`src/rtl/mem_port_arbiter_pkg.sv`:
```
// mem_port_arbiter_pkg: shared FSM state encodings and default widths for the memory port arbiter.
package mem_port_arbiter_pkg;
  typedef enum logic [1:0] {
    ST_IDLE  = 2'd0,
    ST_IBUSY = 2'd1,
    ST_DBUSY = 2'd2
  } state_t;
  localparam int ADDR_W_DEF     = 32;
  localparam int DATA_W_DEF     = 32;
  localparam int STARVE_MAX_DEF = 3;
  localparam int STARVE_CW      = 4;
endpackage

```
`src/rtl/arb_starve_ctr.sv`:
```
// arb_starve_ctr: saturating count of D grants made while the I port waits.
// Ports: clk, rst (async, active-high), i_inc (count one D grant),
//        i_clr (I was served; clear has priority), o_at_max (count == STARVE_MAX).
module arb_starve_ctr
  import mem_port_arbiter_pkg::*;
#(
  parameter int STARVE_MAX = STARVE_MAX_DEF
) (
  input  logic clk,
  input  logic rst,
  input  logic i_inc,
  input  logic i_clr,
  output logic o_at_max
);
  localparam logic [STARVE_CW-1:0] MAX_V = STARVE_CW'(STARVE_MAX);
  logic [STARVE_CW-1:0] r_cnt;
  always_ff @(posedge clk or posedge rst)
    if (rst) r_cnt <= '0;
    else r_cnt <= i_clr ? '0 : (i_inc && !o_at_max) ? r_cnt + STARVE_CW'(1) : r_cnt;
  assign o_at_max = r_cnt == MAX_V;
endmodule

```
`src/rtl/mem_port_arbiter.sv`:
```
// mem_port_arbiter: shares one variable-latency memory between the fetch (I) and load/store (D) ports.
// Ports: clk, rst (async, active-high)
//   I side : if_req, if_addr in; if_done (pulse), if_rdata (registered), if_stall out
//   D side : d_req, d_we, d_addr, d_wdata in; d_done (pulse), d_rdata (loads only), d_stall out
//   memory : mem_req, mem_we, mem_addr, mem_wdata out (registered); mem_ack, mem_rdata in
// Optional: define IFETCH_BUF_EN to add a one-entry fetch buffer that serves repeat fetches
//   without touching memory.
module mem_port_arbiter
  import mem_port_arbiter_pkg::*;
#(
  parameter int ADDR_W     = ADDR_W_DEF,
  parameter int DATA_W     = DATA_W_DEF,
  parameter int STARVE_MAX = STARVE_MAX_DEF
) (
  input  logic              clk,
  input  logic              rst,
  input  logic              if_req,
  input  logic [ADDR_W-1:0] if_addr,
  output logic              if_done,
  output logic [DATA_W-1:0] if_rdata,
  output logic              if_stall,
  input  logic              d_req,
  input  logic              d_we,
  input  logic [ADDR_W-1:0] d_addr,
  input  logic [DATA_W-1:0] d_wdata,
  output logic              d_done,
  output logic [DATA_W-1:0] d_rdata,
  output logic              d_stall,
  output logic              mem_req,
  output logic              mem_we,
  output logic [ADDR_W-1:0] mem_addr,
  output logic [DATA_W-1:0] mem_wdata,
  input  logic              mem_ack,
  input  logic [DATA_W-1:0] mem_rdata
);
  state_t r_state, w_next;
  logic r_mem_req, r_mem_we, r_if_done, r_d_done;
  logic [ADDR_W-1:0] r_mem_addr;
  logic [DATA_W-1:0] r_mem_wdata, r_if_rdata, r_d_rdata, w_hit_data;
  logic w_idle, w_i_req, w_d_req, w_i_mem, w_hit, w_grant_i, w_grant_d, w_ack_i, w_ack_d, w_at_max;
`ifdef IFETCH_BUF_EN
  logic r_buf_valid;
  logic [ADDR_W-1:0] r_buf_addr;
  logic [DATA_W-1:0] r_buf_data;
`endif

  always_ff @(posedge clk or posedge rst)
    if (rst) r_state <= ST_IDLE;
    else r_state <= w_next;

  // Unknown encodings fall through the idle path, where no grant is possible, and recover to IDLE.
  always_comb begin
    w_next = (r_state == ST_IBUSY || r_state == ST_DBUSY) ? (mem_ack ? ST_IDLE : r_state)
           : w_grant_i ? ST_IBUSY : w_grant_d ? ST_DBUSY : ST_IDLE;
  end

  // A port whose done is pulsing is not eligible, so the other port wins the done cycle.
  always_comb begin
    w_idle = r_state == ST_IDLE;
    w_i_req = if_req & ~r_if_done;
    w_d_req = d_req & ~r_d_done;
`ifdef IFETCH_BUF_EN
    w_hit = w_idle & w_i_req & r_buf_valid & (r_buf_addr == if_addr);
    w_hit_data = r_buf_data;
`else
    w_hit = 1'b0;
    w_hit_data = '0;
`endif
    w_i_mem = w_i_req & ~w_hit;
    w_grant_i = w_idle & w_i_mem & (~w_d_req | w_at_max);
    w_grant_d = w_idle & w_d_req & ~(w_i_mem & w_at_max);
    w_ack_i = (r_state == ST_IBUSY) & mem_ack;
    w_ack_d = (r_state == ST_DBUSY) & mem_ack;
  end

  always_ff @(posedge clk or posedge rst)
    if (rst) begin
      r_mem_req <= 1'b0;
      r_mem_we <= 1'b0;
      r_mem_addr <= '0;
      r_mem_wdata <= '0;
      r_if_done <= 1'b0;
      r_d_done <= 1'b0;
      r_if_rdata <= '0;
      r_d_rdata <= '0;
    end else begin
      r_if_done <= w_ack_i | w_hit;
      r_d_done <= w_ack_d;
      if (w_grant_i | w_grant_d) begin
        r_mem_req <= 1'b1;
        r_mem_we <= w_grant_d & d_we;
        r_mem_addr <= w_grant_d ? d_addr : if_addr;
        r_mem_wdata <= w_grant_d ? d_wdata : r_mem_wdata;
      end else if (w_ack_i | w_ack_d) begin
        r_mem_req <= 1'b0;
        r_mem_we <= 1'b0;
      end
      if (w_ack_i | w_hit) r_if_rdata <= w_ack_i ? mem_rdata : w_hit_data;
      if (w_ack_d & ~r_mem_we) r_d_rdata <= mem_rdata;
    end

`ifdef IFETCH_BUF_EN
  // Fills only complete in I_BUSY and invalidations only happen at a grant in IDLE, so they never collide.
  always_ff @(posedge clk or posedge rst)
    if (rst) begin
      r_buf_valid <= 1'b0;
      r_buf_addr <= '0;
      r_buf_data <= '0;
    end else if (w_ack_i) begin
      r_buf_valid <= 1'b1;
      r_buf_addr <= r_mem_addr;
      r_buf_data <= mem_rdata;
    end else if (w_grant_d & d_we & (d_addr == r_buf_addr)) begin
      r_buf_valid <= 1'b0;
    end
`endif

  arb_starve_ctr #(.STARVE_MAX(STARVE_MAX)) u_starve (
    .clk(clk),
    .rst(rst),
    .i_inc(w_grant_d & if_req),
    .i_clr(w_grant_i | w_hit),
    .o_at_max(w_at_max)
  );

  assign mem_req = r_mem_req;
  assign mem_we = r_mem_we;
  assign mem_addr = r_mem_addr;
  assign mem_wdata = r_mem_wdata;
  assign if_done = r_if_done;
  assign d_done = r_d_done;
  assign if_rdata = r_if_rdata;
  assign d_rdata = r_d_rdata;
  assign if_stall = if_req & ~r_if_done;
  assign d_stall = d_req & ~r_d_done;
endmodule

```
`config.mk`:
```
export PLATFORM = sky130hd
export DESIGN_NAME = mem_port_arbiter
export DESIGN_NICKNAME = d
export VERILOG_FILES = /design/src/rtl/mem_port_arbiter_pkg.sv /design/src/rtl/arb_starve_ctr.sv /design/src/rtl/mem_port_arbiter.sv
export SDC_FILE = /design/constraint.sdc
export NUM_CORES = 1
export LEC_CHECK = 0
export ABC_AREA = 1
export ABC_CLOCK_PERIOD_IN_PS = 5300
export CAP_MARGIN = 25
export CORE_MARGIN = 4
export CORE_UTILIZATION = 25
export DETAILED_ROUTE_END_ITERATION = 10
export PLACE_DENSITY = 0.5
export RECOVER_POWER = 25
export SETUP_SLACK_MARGIN = 0.5
export SYNTH_ARGS = -nofsm -noshare
export SYNTH_HDL_FRONTEND = slang
export SYNTH_SLANG_ARGS = --single-unit
```
`constraint.sdc`:
```
create_clock -name clk -period 5.3 [get_ports clk]
set_input_delay 1.06 -clock clk [delete_from_list [all_inputs] [get_ports clk]]
set_output_delay 1.06 -clock clk [all_outputs]
set_load 0.02 [all_outputs]
```
Yosys cells after proc, flatten, opt, wreduce, memory -nomap -nowiden
Index checks and enable logic that the tools add are counted.

cells by class
  $add $sub $neg = 1
  equality and inequality tests = 4
  mux-type cells = 10
  bitwise gates (word level) = 20
  reductions and logical operators = 7

operator list
  kind                 number
  $mux 32              1
  $and 1x1->1          12
  $mux 2               4
  $mux 4               2
  $not 1->1            5
  $add 4x1->4 const B  1
  $eq 4x2->1 const B   1
  $reduce_bool 2->1    2
  $mux 1               3
  $or 1x1->1           3
  $eq 2x1->1 const B   1
  $eq 2x2->1 const B   1
  $logic_not 2->1      1
  $ne 2x2->1 const B   1
  $reduce_and 2->1     1
  $logic_and 1x1->1    1
  $logic_not 1->1      1
  $logic_or 1x1->1     1

storage, ports and cells
  register bits = 138
  input bits = 134
  output and inout bits = 134
  word-level logic and storage cells = 52

Logic depth before layout (Yosys ltp)
  word-level depth = 9
  gate-level depth with buffers = 10
  gate-level depth less buffers = 9

Modules after synthesis
A second synthesis with hierarchy kept.

second synthesis, totals
  cells, all modules = 720
  area, all modules = 5965.7 um^2

modules (own cells, without submodules)
  module            instances  cells each  area each (um^2)
  mem_port_arbiter  1          689         5738.0
  arb_starve_ctr    1          31          227.7

Worst setup path after synthesis
OpenSTA, ideal clock, no wires.

  kind = input -> output
  start = input port d_req
  end = output port d_stall
  data arrival time = 1.309 ns
  data required time = 4.240 ns
  path slack = 2.931 ns
  stages = 2
  path buffers = 0
  cells stage by stage = nand2_1 > inv_1

on the way
  longest elaborated chain between the ends = 1

ends and longest elaborated chain
  what                line                     text
  start: declaration  mem_port_arbiter.sv:22   input logic d_req,
  $and 1x1->1         mem_port_arbiter.sv:135  assign d_stall = d_req & ~r_d_done;
  end: declaration    mem_port_arbiter.sv:28   output logic d_stall,

Every way passes these cells.

Worst setup path after layout
  start = input port mem_ack
  end = register r_if_rdata[12], in the netlist if_rdata[12]

on the way
  longest elaborated chain between the ends = 1

ends and longest elaborated chain
  what                    line                    text
  start: declaration      mem_port_arbiter.sv:33  input logic mem_ack,
  $and 1x1->1             mem_port_arbiter.sv:72  w_ack_i = (r_state == ST_IBUSY) & mem_ack;
  end signal: assignment  mem_port_arbiter.sv:98  if (w_ack_i | w_hit) r_if_rdata <= w_ack_i ? mem_rdata : w_hit_data;
  end: declaration        mem_port_arbiter.sv:39  logic [DATA_W-1:0] r_mem_wdata, r_if_rdata, r_d_rdata, w_hit_data;

Every way passes these cells.
A chain may end at the register's enable or synchronous reset.

==> run_results.csv <==
group,metric,value,unit
yosys,syn_area_per_cell,8.36,um2
floorplan,core-area,23500,um2
timing,maxSlewViolCount,57,
yosys,syn-cell-area,6010,um2
yosys,synth_area_leaders,"dfrtp_1 (57%), nand2_1 (15%), nand3_1 (8.7%)",
power,vdd_drop_max,255,uV
power,p_int,0.00345,W
yosys,synth.net_count,856,
clock_network,cts_sinks,138,
route,viasPerCell,4.10,
route,routed_wl,19.6,mm
finish,area_delta_synth_final,58.4,%
yosys,synth_cells,718,
hold_path,hold_class,"reg -> reg",
yosys,synth-async-reset-ratio,1.00,
power,pwr-share-seq,0.315,
yosys,synth_edf_count,0,
yosys,synth_flop_cell,"dfrtp_1",
timing,fmax,0.274,GHz
run,max_cap_violations,1,
floorplan,start_util,0.255,
floorplan,rows,56,
timing,min_period,3.64,ns
route,first_iter_violations,385,
timing,hold_viol_final,0,
clock_network,cts_tree,"yes",
worst_setup_path,cp.required,5.48,ns
placement,place.gp.congestion,0.753,
clock_network,post_cts_buffers,0,
clock_network,cts_root_buf,"clkbuf_16",
run_status,status,"complete, but fails checks",
yosys,netlist_top_cells_count,"nand2_1 (242), dfrtp_1 (138), inv_1 (107), nand3_1 (104), o21ai_0 (63)",
clock_network,ctsHtreeMaxLevel,4,
power,powerDensity,603,nW/um2
worst_setup_path,critPathMaxFanout,56,
timing,setup_slack,1.66,ns
timing,rsz0062_at_grt,"no",
global_routing,track_usage,0.148,
clock_network,post_cts_resized,0,
placement,place_hpwl,13.7,mm
timing,fin_worst_skew,0.0110,ns
yosys,synth-seq-area-share,0.575,
route,ant_nets,0,
yosys,post-synth-top-count-cell,"nand2_1",
timing,max_slew_margin,-0.404,
yosys,netlist.area_leader.share,0.575,
global_routing,grt_max_degree,76,
placement,port_buffers,267,
global_routing,antenna_found_initial,1,
route,via_count,5341,
global_routing,overflow,0,
placement,pre_cts_ws,1.60,ns
worst_setup_path,crit_type,"in -> reg",
floorplan,die_x,163,um
floorplan,pin_count,268,
worst_setup_path,crit_path_end_kind,"flip-flop",
finish,drive_above_1_share,0.0508,
clock_network,clk_latency,0.42,ns
timing,hold-worst-slack,0.469,ns
power,power.combinational.fraction,0.478,
global_routing,grt_pass1_vias,5533,
floorplan,die_h,163,um
worst_setup_path,crit_arrival,3.82,ns
finish,n_antenna_cell,0,
route,drc,0,
clock_network,clkTransAtPathRegs,0.06,ns
route,first_pass_iters,5,
global_routing,grt_pass1_wl,31.1,mm
clock_network,cts.hold.buffers_added,0,
route,wl_per_cell,15.0,um
worst_setup_path,start_kind,"primary input",
power,switching_share,0.399,
finish,finalNetCount,1110,
power,p_sw,0.00229,W
power,clock_power_share,0.207,
clock_network,clk_path_buf_depth,2,
placement,dp_cells,1272,
floorplan,die_area,26600,um2
timing,tns,0,ns
power,leakage,4.71,nW
run_status,violations,"max-capacitance violations, max-slew violations",
timing,worst_slew_pin_slew,2.11,ns
timing,finalCritPeriodShare,0.688,
yosys,synth_seq_cells,138,
yosys,synth_warnings,0,
yosys,ys_types,22,
yosys,yosys.area.top_type,"dfrtp_1",
finish,fin_cells,1304,
timing,setup_viol,0,
clock_network,cts-buffers-inserted,17,
## placed cells by master (no fill, tap or decap)
cell / n
buf_12: 1
buf_4: 7
bufinv_16: 2
clkbuf_1: 2
clkbuf_16: 17
clkbuf_8: 1
clkdlybuf4s50_1: 265
clkinv_2: 3
clkinv_4: 2
clkinvlp_4: 3
dfrtp_1: 138
dlygate4sd3_1: 2
ha_1: 4
inv_1: 106
inv_2: 3
inv_6: 4
nand2_1: 241
nand2_2: 2
nand3_1: 104
nand3_2: 2
nand3b_1: 2
nand4_1: 1
nor2_1: 2
nor2_4: 2
o21ai_0: 63
o21ai_1: 2
o22ai_1: 2
or2_2: 1
xor2_1: 1
## power by group through the flow
stage / Clock, W / Combinational [W] / Sequential, W
5_1_grt: 0.00127 / 0.00300 / 0.00187
4_1_cts: 0.00123 / 0.00282 / 0.00181
2_1_floorplan: 0 / 0.000875 / 0.00238
3_3_place_gp: 0 / 0.00278 / 0.00182
3_5_place_dp: 0 / 0.00281 / 0.00182
6_report: 0.00119 / 0.00274 / 0.00181
## cell families (layout without fill, tap and decap cells)
family / count (synthesis) / count (layout) / synth area share
AO/OA/AOI/OAI: 67 / 67 / 0.0562
XOR/XNOR: 1 / 1 / 0.00146
adder cells (fa/ha/maj): 4 / 4 / 0.00833
buffers and inverters: 151 / 418 / 0.107
flip-flops: 138 / 138 / 0.575
AND/OR/NAND/NOR: 357 / 357 / 0.252
## critical path: stages
cell and delay [ns]:
dlygate4sd3_1 0.58, nand2_1 0.27, clkbuf_1 1.53, o21ai_0 0.33
## state kept, by name (all words and copies together) (netlist names)
register,flops
mem_we,1
if_done,1
mem_wdata,32
mem_req,1
if_rdata,32
u_starve.r_cnt,4
r_state,2
mem_addr,32
d_done,1
d_rdata,32
## per-layer routing
layer	wire length [um]	vias up	global-route usage
met5	13	-	0
met4	276	2	0.0419
met3	1480	16	0.0496
met2	9160	151	0.234
met1	8670	2447	0.194
li1	-	2725	-
## through the flow
stage / power, W / instance area [um2] / util
after global routing: 0.00615 / 9520 / 0.404
after global placement: 0.00460 / 8910 / 0.378
after detailed placement: 0.00463 / 8950 / 0.380
final: 0.00574 / 9520 / 0.404
after CTS: 0.00586 / 9530 / 0.405
after floorplan: 0.00325 / 6010 / -
## layout make-up
type                       instances  area (um2)
timing repair buffer             276        2750
clock inverter                    13         141
fill                            2433       14000
inverter                         110         418
multi-input combinational        429        1910
clock buffer                      19         443
tap                              319         399
sequential                       138        3450
## worst paths after layout
| path | cells after the start | slack [ns] | to | startpoint |
|---|---|---|---|---|
| max reg2reg | 5 | 2.32 | if_rdata[12]$_DFFE_PP0P_ | r_state[1]$_DFFE_PP0P_ |
| max in group asynchronous | 3 | 3.06 | mem_addr[17]$_DFFE_PP0P_ | rst |
| max | 4 | 1.66 | if_rdata[12]$_DFFE_PP0P_ | mem_ack |
| min in group asynchronous | 2 | 1.26 | if_rdata[21]$_DFFE_PP0P_ | rst |
| min reg2reg | 2 | 0.47 | mem_wdata[10]$_DFFE_PP0P_ | mem_wdata[10]$_DFFE_PP0P_ |
| min | 2 | 0.47 | mem_wdata[10]$_DFFE_PP0P_ | mem_wdata[10]$_DFFE_PP0P_ |
No activity file was read; power rests on OpenSTA's default activity.
